<file path="src/rtl/mem_dump_tx_pkg.sv">
// Shared definitions for the debug-unit data-memory dump path.
package mem_dump_tx_pkg;

    localparam int unsigned BYTE_W = 8;

    typedef enum logic [2:0] {
        ST_IDLE      = 3'd0,
        ST_READ      = 3'd1,
        ST_LATCH     = 3'd2,
        ST_SEND      = 3'd3,
        ST_WAIT      = 3'd4,
        ST_DONE      = 3'd5,
        ST_CSUM_SEND = 3'd6,
        ST_CSUM_WAIT = 3'd7
    } state_e;

    function automatic int unsigned bytes_per_word(input int unsigned n_bits);
        return n_bits / BYTE_W;
    endfunction

endpackage

</file>
<file path="src/rtl/mem_dump_word_ser.sv">
// Word latch plus MSB-first byte shifter; last_o flags the final byte of the word.
module mem_dump_word_ser
    import mem_dump_tx_pkg::*;
#(
    parameter int unsigned N_BITS = 32
)
(
    input  logic                i_clk,
    input  logic                i_reset,
    input  logic                load_i,
    input  logic [N_BITS-1:0]   load_data_i,
    input  logic                shift_i,
    output logic [BYTE_W-1:0]   byte_o,
    output logic                last_o
);

    localparam int unsigned BPW   = bytes_per_word(N_BITS);
    localparam int unsigned IDX_W = (BPW > 1) ? $clog2(BPW) : 1;
    localparam logic [IDX_W-1:0] LAST_IDX = IDX_W'(BPW - 1);

    logic [N_BITS-1:0] shift_q, shift_d;
    logic [IDX_W-1:0]  idx_q, idx_d;

    // Load wins over shift; the top never asserts both in one cycle.
    always_comb begin
        shift_d = shift_q;
        idx_d   = idx_q;
        if (load_i) begin
            shift_d = load_data_i;
            idx_d   = '0;
        end else if (shift_i) begin
            shift_d = shift_q << BYTE_W;
            idx_d   = idx_q + IDX_W'(1);
        end
    end

    always_ff @(posedge i_clk) begin
        if (i_reset) begin
            shift_q <= '0;
            idx_q   <= '0;
        end else begin
            shift_q <= shift_d;
            idx_q   <= idx_d;
        end
    end

    assign byte_o = shift_q[N_BITS-1 -: BYTE_W];
    assign last_o = (idx_q == LAST_IDX);

endmodule

</file>
<file path="src/rtl/mem_dump_tx.sv">
// Walks data memory 0..N_WORDS-1 and streams each word MSB-first to the UART TX.
// Optional trailing XOR checksum byte when MEM_DUMP_CHECKSUM_EN is defined.
module mem_dump_tx
    import mem_dump_tx_pkg::*;
#(
    parameter int unsigned N_BITS  = 32,
    parameter int unsigned N_WORDS = 32,
    parameter int unsigned ADDR_W  = 5
)
(
    input  logic                i_clk,
    input  logic                i_reset,
    input  logic                i_start,
    output logic                o_mem_rd_en,
    output logic [N_BITS-1:0]   o_mem_addr,
    input  logic [N_BITS-1:0]   i_mem_data,
    output logic [BYTE_W-1:0]   o_tx_data,
    output logic                o_tx_start,
    input  logic                i_tx_done,
    output logic                o_busy,
    output logic                o_done
);

    localparam logic [ADDR_W-1:0] LAST_WORD = ADDR_W'(N_WORDS - 1);

    state_e              state_q;
    logic [ADDR_W-1:0]   word_q;
    logic                rd_en_q;
    logic                tx_start_q;
    logic                busy_q;
    logic                done_q;

    logic                ser_load;
    logic                ser_shift;
    logic [N_BITS-1:0]   ser_load_data;
    logic [BYTE_W-1:0]   ser_byte;
    logic                ser_last;
    logic                last_word_c;
    logic                csum_load_c;

    assign last_word_c = (word_q == LAST_WORD);

`ifdef MEM_DUMP_CHECKSUM_EN
    logic [BYTE_W-1:0]   csum_q;
    logic [BYTE_W-1:0]   csum_next_c;

    // The checksum byte reuses the shifter so o_tx_data stays a flop output.
    assign csum_next_c   = csum_q ^ ser_byte;
    assign csum_load_c   = (state_q == ST_WAIT) && i_tx_done && ser_last && last_word_c;
    assign ser_load_data = csum_load_c ? (N_BITS'(csum_next_c) << (N_BITS - BYTE_W)) : i_mem_data;
`else
    assign csum_load_c   = 1'b0;
    assign ser_load_data = i_mem_data;
`endif

    assign ser_load  = (state_q == ST_LATCH) || csum_load_c;
    assign ser_shift = (state_q == ST_WAIT) && i_tx_done && !ser_last;

    mem_dump_word_ser #(
        .N_BITS      (N_BITS)
    ) u_ser (
        .i_clk       (i_clk),
        .i_reset     (i_reset),
        .load_i      (ser_load),
        .load_data_i (ser_load_data),
        .shift_i     (ser_shift),
        .byte_o      (ser_byte),
        .last_o      (ser_last)
    );

    // Pulse outputs are set on the transition into the state that owns them.
    always_ff @(posedge i_clk) begin
        if (i_reset) begin
            state_q    <= ST_IDLE;
            word_q     <= '0;
            rd_en_q    <= 1'b0;
            tx_start_q <= 1'b0;
            busy_q     <= 1'b0;
            done_q     <= 1'b0;
`ifdef MEM_DUMP_CHECKSUM_EN
            csum_q     <= '0;
`endif
        end else begin
            rd_en_q    <= 1'b0;
            tx_start_q <= 1'b0;
            done_q     <= 1'b0;
            case (state_q)
                ST_IDLE: begin
                    if (i_start) begin
                        state_q <= ST_READ;
                        word_q  <= '0;
                        rd_en_q <= 1'b1;
                        busy_q  <= 1'b1;
`ifdef MEM_DUMP_CHECKSUM_EN
                        csum_q  <= '0;
`endif
                    end
                end
                ST_READ:  state_q <= ST_LATCH;
                ST_LATCH: begin
                    state_q    <= ST_SEND;
                    tx_start_q <= 1'b1;
                end
                ST_SEND:  state_q <= ST_WAIT;
                ST_WAIT: begin
                    if (i_tx_done) begin
`ifdef MEM_DUMP_CHECKSUM_EN
                        csum_q <= csum_next_c;
`endif
                        if (!ser_last) begin
                            state_q    <= ST_SEND;
                            tx_start_q <= 1'b1;
                        end else if (!last_word_c) begin
                            word_q  <= word_q + ADDR_W'(1);
                            state_q <= ST_READ;
                            rd_en_q <= 1'b1;
                        end else begin
`ifdef MEM_DUMP_CHECKSUM_EN
                            state_q    <= ST_CSUM_SEND;
                            tx_start_q <= 1'b1;
`else
                            state_q <= ST_DONE;
                            done_q  <= 1'b1;
`endif
                        end
                    end
                end
`ifdef MEM_DUMP_CHECKSUM_EN
                ST_CSUM_SEND: state_q <= ST_CSUM_WAIT;
                ST_CSUM_WAIT: begin
                    if (i_tx_done) begin
                        state_q <= ST_DONE;
                        done_q  <= 1'b1;
                    end
                end
`endif
                ST_DONE: begin
                    state_q <= ST_IDLE;
                    busy_q  <= 1'b0;
                end
                default: begin
                    state_q <= ST_IDLE;
                    busy_q  <= 1'b0;
                end
            endcase
        end
    end

    assign o_mem_rd_en = rd_en_q;
    assign o_mem_addr  = N_BITS'(word_q);
    assign o_tx_data   = ser_byte;
    assign o_tx_start  = tx_start_q;
    assign o_busy      = busy_q;
    assign o_done      = done_q;

endmodule

</file>
<file path="config.mk">
export PLATFORM = sky130hd
export DESIGN_NAME = mem_dump_tx
export DESIGN_NICKNAME = d
export VERILOG_FILES = /design/src/rtl/mem_dump_tx_pkg.sv /design/src/rtl/mem_dump_word_ser.sv /design/src/rtl/mem_dump_tx.sv
export SDC_FILE = /design/constraint.sdc
export NUM_CORES = 1
export LEC_CHECK = 0
export CAP_MARGIN = 20
export CELL_PAD_IN_SITES_DETAIL_PLACEMENT = 0
export CELL_PAD_IN_SITES_GLOBAL_PLACEMENT = 1
export CORE_AREA = 4 4 79 100
export DETAILED_ROUTE_END_ITERATION = 6
export DIE_AREA = 0 0 83 104
export GPL_TIMING_DRIVEN = 0
export HOLD_SLACK_MARGIN = 0.1
export PLACE_DENSITY = 0.87
export SLEW_MARGIN = 0
export SYNTH_ARGS = -nofsm -noshare
export SYNTH_HDL_FRONTEND = slang
export SYNTH_HIERARCHICAL = 1
export SYNTH_SLANG_ARGS = --single-unit
export TNS_END_PERCENT = 10
</file>
<file path="constraint.sdc">
create_clock -name i_clk -period 3.9 [get_ports i_clk]
set_input_delay 0.39 -clock i_clk [delete_from_list [all_inputs] [get_ports i_clk]]
set_output_delay 0.39 -clock i_clk [all_outputs]
set_load 0.01 [all_outputs]
</file>
# ---- After elaboration in Yosys (flattened, before gate mapping)
# Index checks and enable logic that the tools add are counted.
# Widths: inputs -> output; s select.
dict set report op_classes {
  eq_ne 10
  n_reduce_logical 12
  muxes 23
  add_sub_neg 2
  bitwise 4
}
# cell count
set op_table {}
lappend op_table {{$mux 32} 2}
lappend op_table {{$mux 5} 4}
lappend op_table {{$pmux 3 s5} 1}
lappend op_table {{$mux 3} 4}
lappend op_table {{$pmux 5 s2} 1}
lappend op_table {{$mux 1} 8}
lappend op_table {{$ne 2x2->1 const B} 4}
lappend op_table {{$reduce_or 4->1} 2}
lappend op_table {{$eq 3x2->1 const B} 2}
lappend op_table {{$pmux 1 s2} 3}
lappend op_table {{$add 5x1->5 const B} 1}
lappend op_table {{$eq 5x5->1 const B} 1}
lappend op_table {{$reduce_and 5->1} 1}
lappend op_table {{$not 1->1} 4}
lappend op_table {{$reduce_and 2->1} 2}
lappend op_table {{$reduce_bool 2->1} 2}
lappend op_table {{$eq 3x1->1 const B} 1}
lappend op_table {{$eq 3x3->1 const B} 1}
lappend op_table {{$logic_not 3->1} 1}
lappend op_table {{$add 2x1->2 const B} 1}
lappend op_table {{$eq 2x2->1 const B} 1}
lappend op_table {{$logic_and 1x1->1} 2}
lappend op_table {{$reduce_or 2->1} 1}
lappend op_table {{$logic_not 1->1} 1}
dict set report word_totals {
  regBits 46
  out_inout_bits 44
  input_bits 36
  word_cells 59
}

# ---- Depth between registers and ports, before layout
dict set report depth {
  depth_word 5
  ltp_mapped 7
  mapped_depth_nobuf 6
}

# ---- Cells and area by module
# Netlist, hierarchy kept.
# module area_per_inst_um2 cells_each seq_area_each_um2 n_inst
set by_module_without_submodules {}
lappend by_module_without_submodules {mem_dump_word_ser 1574.0 158 680.7 1}
lappend by_module_without_submodules {mem_dump_tx 813.3 92 240.2 1}

# ---- Worst setup path after synthesis
# OpenSTA, ideal clock, no wires.
dict set report synth_timing {
  path_type {reg-to-reg}
  startpoint {register word_q[0]}
  endpoint {register word_q[3]}
  n_path_buf 0
  slack_ns 2.123
  required_ns 3.780
  t_arrival_ns 1.657
  setup_time_ns 0.120
  period_less_slack_ns 1.777
  stages_incl_launch_ff 7
  cell_sequence {dfxtp_1 > ha_1 > and3_1 > ha_1 > and4b_1 > a211oi_1 > a211o_1}
}
dict set report synth_between {
  word_cells_on_any_way 8
  cone_classes {add/sub (1); eq/ne (2); mux (4); reduce/logical (1)}
}
# item line
set synth_lines {}
lappend synth_lines {{start, declared} mem_dump_tx.sv:27} ;# logic [ADDR_W-1:0] word_q;
lappend synth_lines {{start signal, assigned} mem_dump_tx.sv:114} ;# word_q <= word_q + ADDR_W'(1);
lappend synth_lines {{$eq 5x5->1} mem_dump_tx.sv:41} ;# assign last_word_c = (word_q == LAST_WORD);
lappend synth_lines {{via last_word_c} mem_dump_tx.sv:38} ;# logic last_word_c;
lappend synth_lines {{$ne 2x2->1 (no line)} --}
lappend synth_lines {{$reduce_and 5->1 (no line)} --}
# The timed path passes the listed nets, and every way through them passes these cells. The select of a mux whose other input is x is not followed.
# A chain may end at the register's enable or synchronous reset.

# ---- Worst setup path in the final report
dict set report layout_timing {
  startpoint {register state_q[1]}
  endpoint {register u_ser.shift_q[19]}
}
dict set report layout_between {
  word_cells_on_any_way 6
  cone_classes {eq/ne (2); mux (1); reduce/logical (3)}
}
# item line
set layout_lines {}
lappend layout_lines {{start, declared} mem_dump_tx.sv:26} ;# state_e state_q;
lappend layout_lines {{start signal, assigned} mem_dump_tx.sv:74} ;# state_q <= ST_IDLE;
lappend layout_lines {{start signal, assigned} mem_dump_tx.sv:90} ;# state_q <= ST_READ;
lappend layout_lines {{start signal, assigned} mem_dump_tx.sv:99} ;# ST_READ: state_q <= ST_LATCH;
lappend layout_lines {{$eq 3x2->1 (*)} mem_dump_tx.sv:56} ;# assign ser_load = (state_q == ST_LATCH) || csum_load_c;
lappend layout_lines {{via ser_load} mem_dump_tx.sv:33} ;# logic ser_load;
lappend layout_lines {{$mux 32 / $reduce_bool 2->1 (equally long branches)} --}
lappend layout_lines {{end signal, assigned} mem_dump_word_ser.sv:42} ;# shift_q <= shift_d;
lappend layout_lines {{end, declared} mem_dump_word_ser.sv:21} ;# logic [N_BITS-1:0] shift_q, shift_d;
# Mark *: on every way through the listed nets, which the timed path passes. The rest lies on a longest branch.

==> results.md <==
- DR vias: 1,958
- Worst skew pair latency: 0.29 ns
- PortBufs: 51
- Largest net degree at the start of global routing: 15
- Register area share after synthesis: 0.3857
- Hold buffer count at cts: 0
- Post-synth top flop: dfxtp_1
- Clock sinks: 46
- Fin Setup TNS: 0 ns
- Via density: 4.607
- H-tree Lvls: 2
- DRC: 0
- Gpl congestion: 0.7207
- Area share of the largest cell type after synthesis: 0.3857
- Die Area: 0.008632 mm²
- Leakage power: 1.242 nW
- Die H: 104 µm
- Buffer count from post-CTS setup fixing: 0
- Initial Util: 0.3464
- Mean Syn Cell Area: 9.549 µm²
- Slowest cell on the critical path: dfxtp_1
- Post_cts resized: 0
- Largest area contributor in the netlist: dfxtp_1
- DR WL/cell: 13.05 µm
- GRT Overall Usage: 0.1264
- CTS buffer count: 5
- Overflow after GRT: 0
- Initial DRC Count: 108
- Fin crit share: 0.5251
- Most common library cells after synthesis: dfxtp_1 (46), buf_4 (37), mux2i_1 (27)
- Post-Place Cell Area: 0.003108 mm²
- Hold Vio Cnt, Final: 0
- Kind of end point of the critical path: flop
- Critical-path maximum fanout: 10
- Minimum clock period: 2.048 ns
- Worst Path Buf+Inv: 3
- Critical Path RT: 4.10 ns
- Post-Route WL: 5546 µm
- Layout cells sized above 1: 0.1761
- Clock Skew: 0.006576 ns
- Worst-case clock buffer depth: 2
- Final ANT Viol Nets: 0
- First-pass GRT wire length: 9149 µm
- Final Setup Violations: 0
- Slew HR: 0.5997
- Hold Crit Class: in2reg
- Final setup margin: 1.852 ns
- Utilization after layout: 0.4648
- Top Family by Delay on Critical Path: buffers and inverters
- Async set or reset register ratio after synthesis: 0
- Worst ir drop on vdd: 176.5 µV
- Hold path endpoint: u_ser/shift_q[22]$_SDFFE_PP0P_
- Antenna Cells: 0
- # IOs: 80
- Placed wire-length estimate: 4274 µm
- Synth unique cells: 39
- Hold Path Cell Cnt: 2
- Post-synth EDFFs: 0
- Ranking of synthesized cells by area: dfxtp_1 (39%), buf_4 (12%), mux2i_1 (11%)
- Initial antenna violation count: 0
- TritonCTS clock tree: built
- Critical-path cell list: buf_2 -> nand2b_1 -> nor2_1 -> inv_1 -> buf_1 -> a211oi_1
- Root buf cell: clkbuf_8
- Register-to-Register Path Depth: 6
- Placeable Area: 0.006892 mm²
- Worst r2r src: state_q[1]$_SDFFE_PP0P_
- Dpl ws: 1.681 ns
- Number of synthesized register bits: 46
- Crit path kind: reg2reg
- Reg-to-Reg End: u_ser/shift_q[19]$_SDFFE_PP0P_
- # rows: 34
- Vias in the first global route: 1,934
- Max-slew violations: 0
- RSZ-0062 raised after global routing: no
- Fill cells: 701
- PD cells: 325.4 mW/mm²
- Count leader, synth: dfxtp_1
- FMAX: 488.3 MHz
- Run status: completed
- Layout Nets: 373
- Worst-margin pin slew: 0.5989 ns
- Worst hold start: i_reset
- Critical path's largest stage delay: 0.42 ns
- Die Wd: 83 µm
- MaxCap Viol Count: 0
- Design Area, Final: 0.003203 mm²
- Clk slew on worst S/H paths: 0.09 ns
- Area Growth Syn to Fin: 34.17%
- Hold WS: 0.4523 ns
- Cells after synthesis: 250
- Critical path startpoint category: flop
- Mapped cell area: 0.002387 mm²
- TritonRoute pass-1 iters: 4
- CP arrival: 2.25 ns
- Ys Warns: 6
- R2r setup slk: 1.85 ns
[metrics by stage]
step	instances	power (W)
3_3_place_gp	417	0.0007464
4_1_cts	425	0.001056
3_5_place_dp	417	0.0007498
2_1_floorplan	276	0.0006658
6_report	425	0.001042
5_1_grt	425	0.001098
[per-layer routing]
metal  vias up  GRT usage  share of wire  wire (µm)
met5         -          0              0          0
met4         0    0.03505         0.0079         44
met3         2    0.02615          0.047        262
met2        49     0.2208           0.50       2755
met1       917     0.1561           0.45       2484
li1        990          -              -          -
[report_power, final]
group	total (W)	switching (W)	internal, W
registers	0.000522	0.0000192	0.000503
logic	0.000218	0.0000952	0.000122
clock network	0.000303	0.000160	0.000143
total	0.00104	0.000274	0.000768
[final cells by class]
type | count | area [µm²] | share of cell area
Multi-Input combinational cell | 175 | 1197 | 0.3738
Sequential cell | 46 | 920.9 | 0.2875
Timing Repair Buffer | 51 | 510.5 | 0.1594
Buffer | 53 | 359.1 | 0.1121
Tap cell | 90 | 112.6 | 0.03516
Clock buffer | 6 | 82.58 | 0.02578
Clock inverter | 2 | 12.51 | 0.003906
Inverter | 2 | 7.507 | 0.002344
[sequential cells by signal, summed over array words and instances (netlist names)]
signal	cells
o_mem_rd_en	1
o_busy	1
state_q	3
o_done	1
u_ser/idx_q	2
u_ser/shift_q	32
word_q	5
o_tx_start	1
[cell families after synthesis]
kind of cell | after synthesis | synth area share
and+or+nand+nor | 72 | 0.1913
buffers and inverters | 55 | 0.1536
DFF | 46 | 0.3857
AOI/OAI and AO/OA | 45 | 0.1352
muxes | 27 | 0.1132
adders and majority gates | 3 | 0.01572
other | 1 | 0.001571
xor gates and xnor gates | 1 | 0.003669
[placed cells by master (no fill, tap or decap), types with 4 or more instances in the layout]
| cell type | count |
|---|---|
| buf_2 | 5 |
| clkbuf_8 | 6 |
| clkbuf_1 | 7 |
| dfxtp_1 | 46 |
| nor2b_1 | 24 |
| conb_1 | 27 |
| clkdlybuf4s50_1 | 51 |
| a21oi_1 | 10 |
| a211oi_1 | 25 |
| nand2_1 | 13 |
| or3b_1 | 5 |
| buf_4 | 37 |
| nor3_1 | 4 |
| mux2i_1 | 27 |
| nor2_1 | 6 |
[worst max-delay path by stage]
stage,from,to,cells after the start
detailed placement,i_tx_done,u_ser/shift_q[16]$_SDFFE_PP0P_,7
floorplan,word_q[0]$_SDFFE_PP0P_,word_q[3]$_SDFFE_PP0P_,6
CTS,state_q[1]$_SDFFE_PP0P_,u_ser/shift_q[31]$_SDFFE_PP0P_,6
global route,state_q[1]$_SDFFE_PP0P_,u_ser/shift_q[19]$_SDFFE_PP0P_,6
global placement,i_tx_done,u_ser/shift_q[8]$_SDFFE_PP0P_,7
finish,state_q[1]$_SDFFE_PP0P_,u_ser/shift_q[19]$_SDFFE_PP0P_,6
No activity file was read; power rests on OpenSTA's default activity.
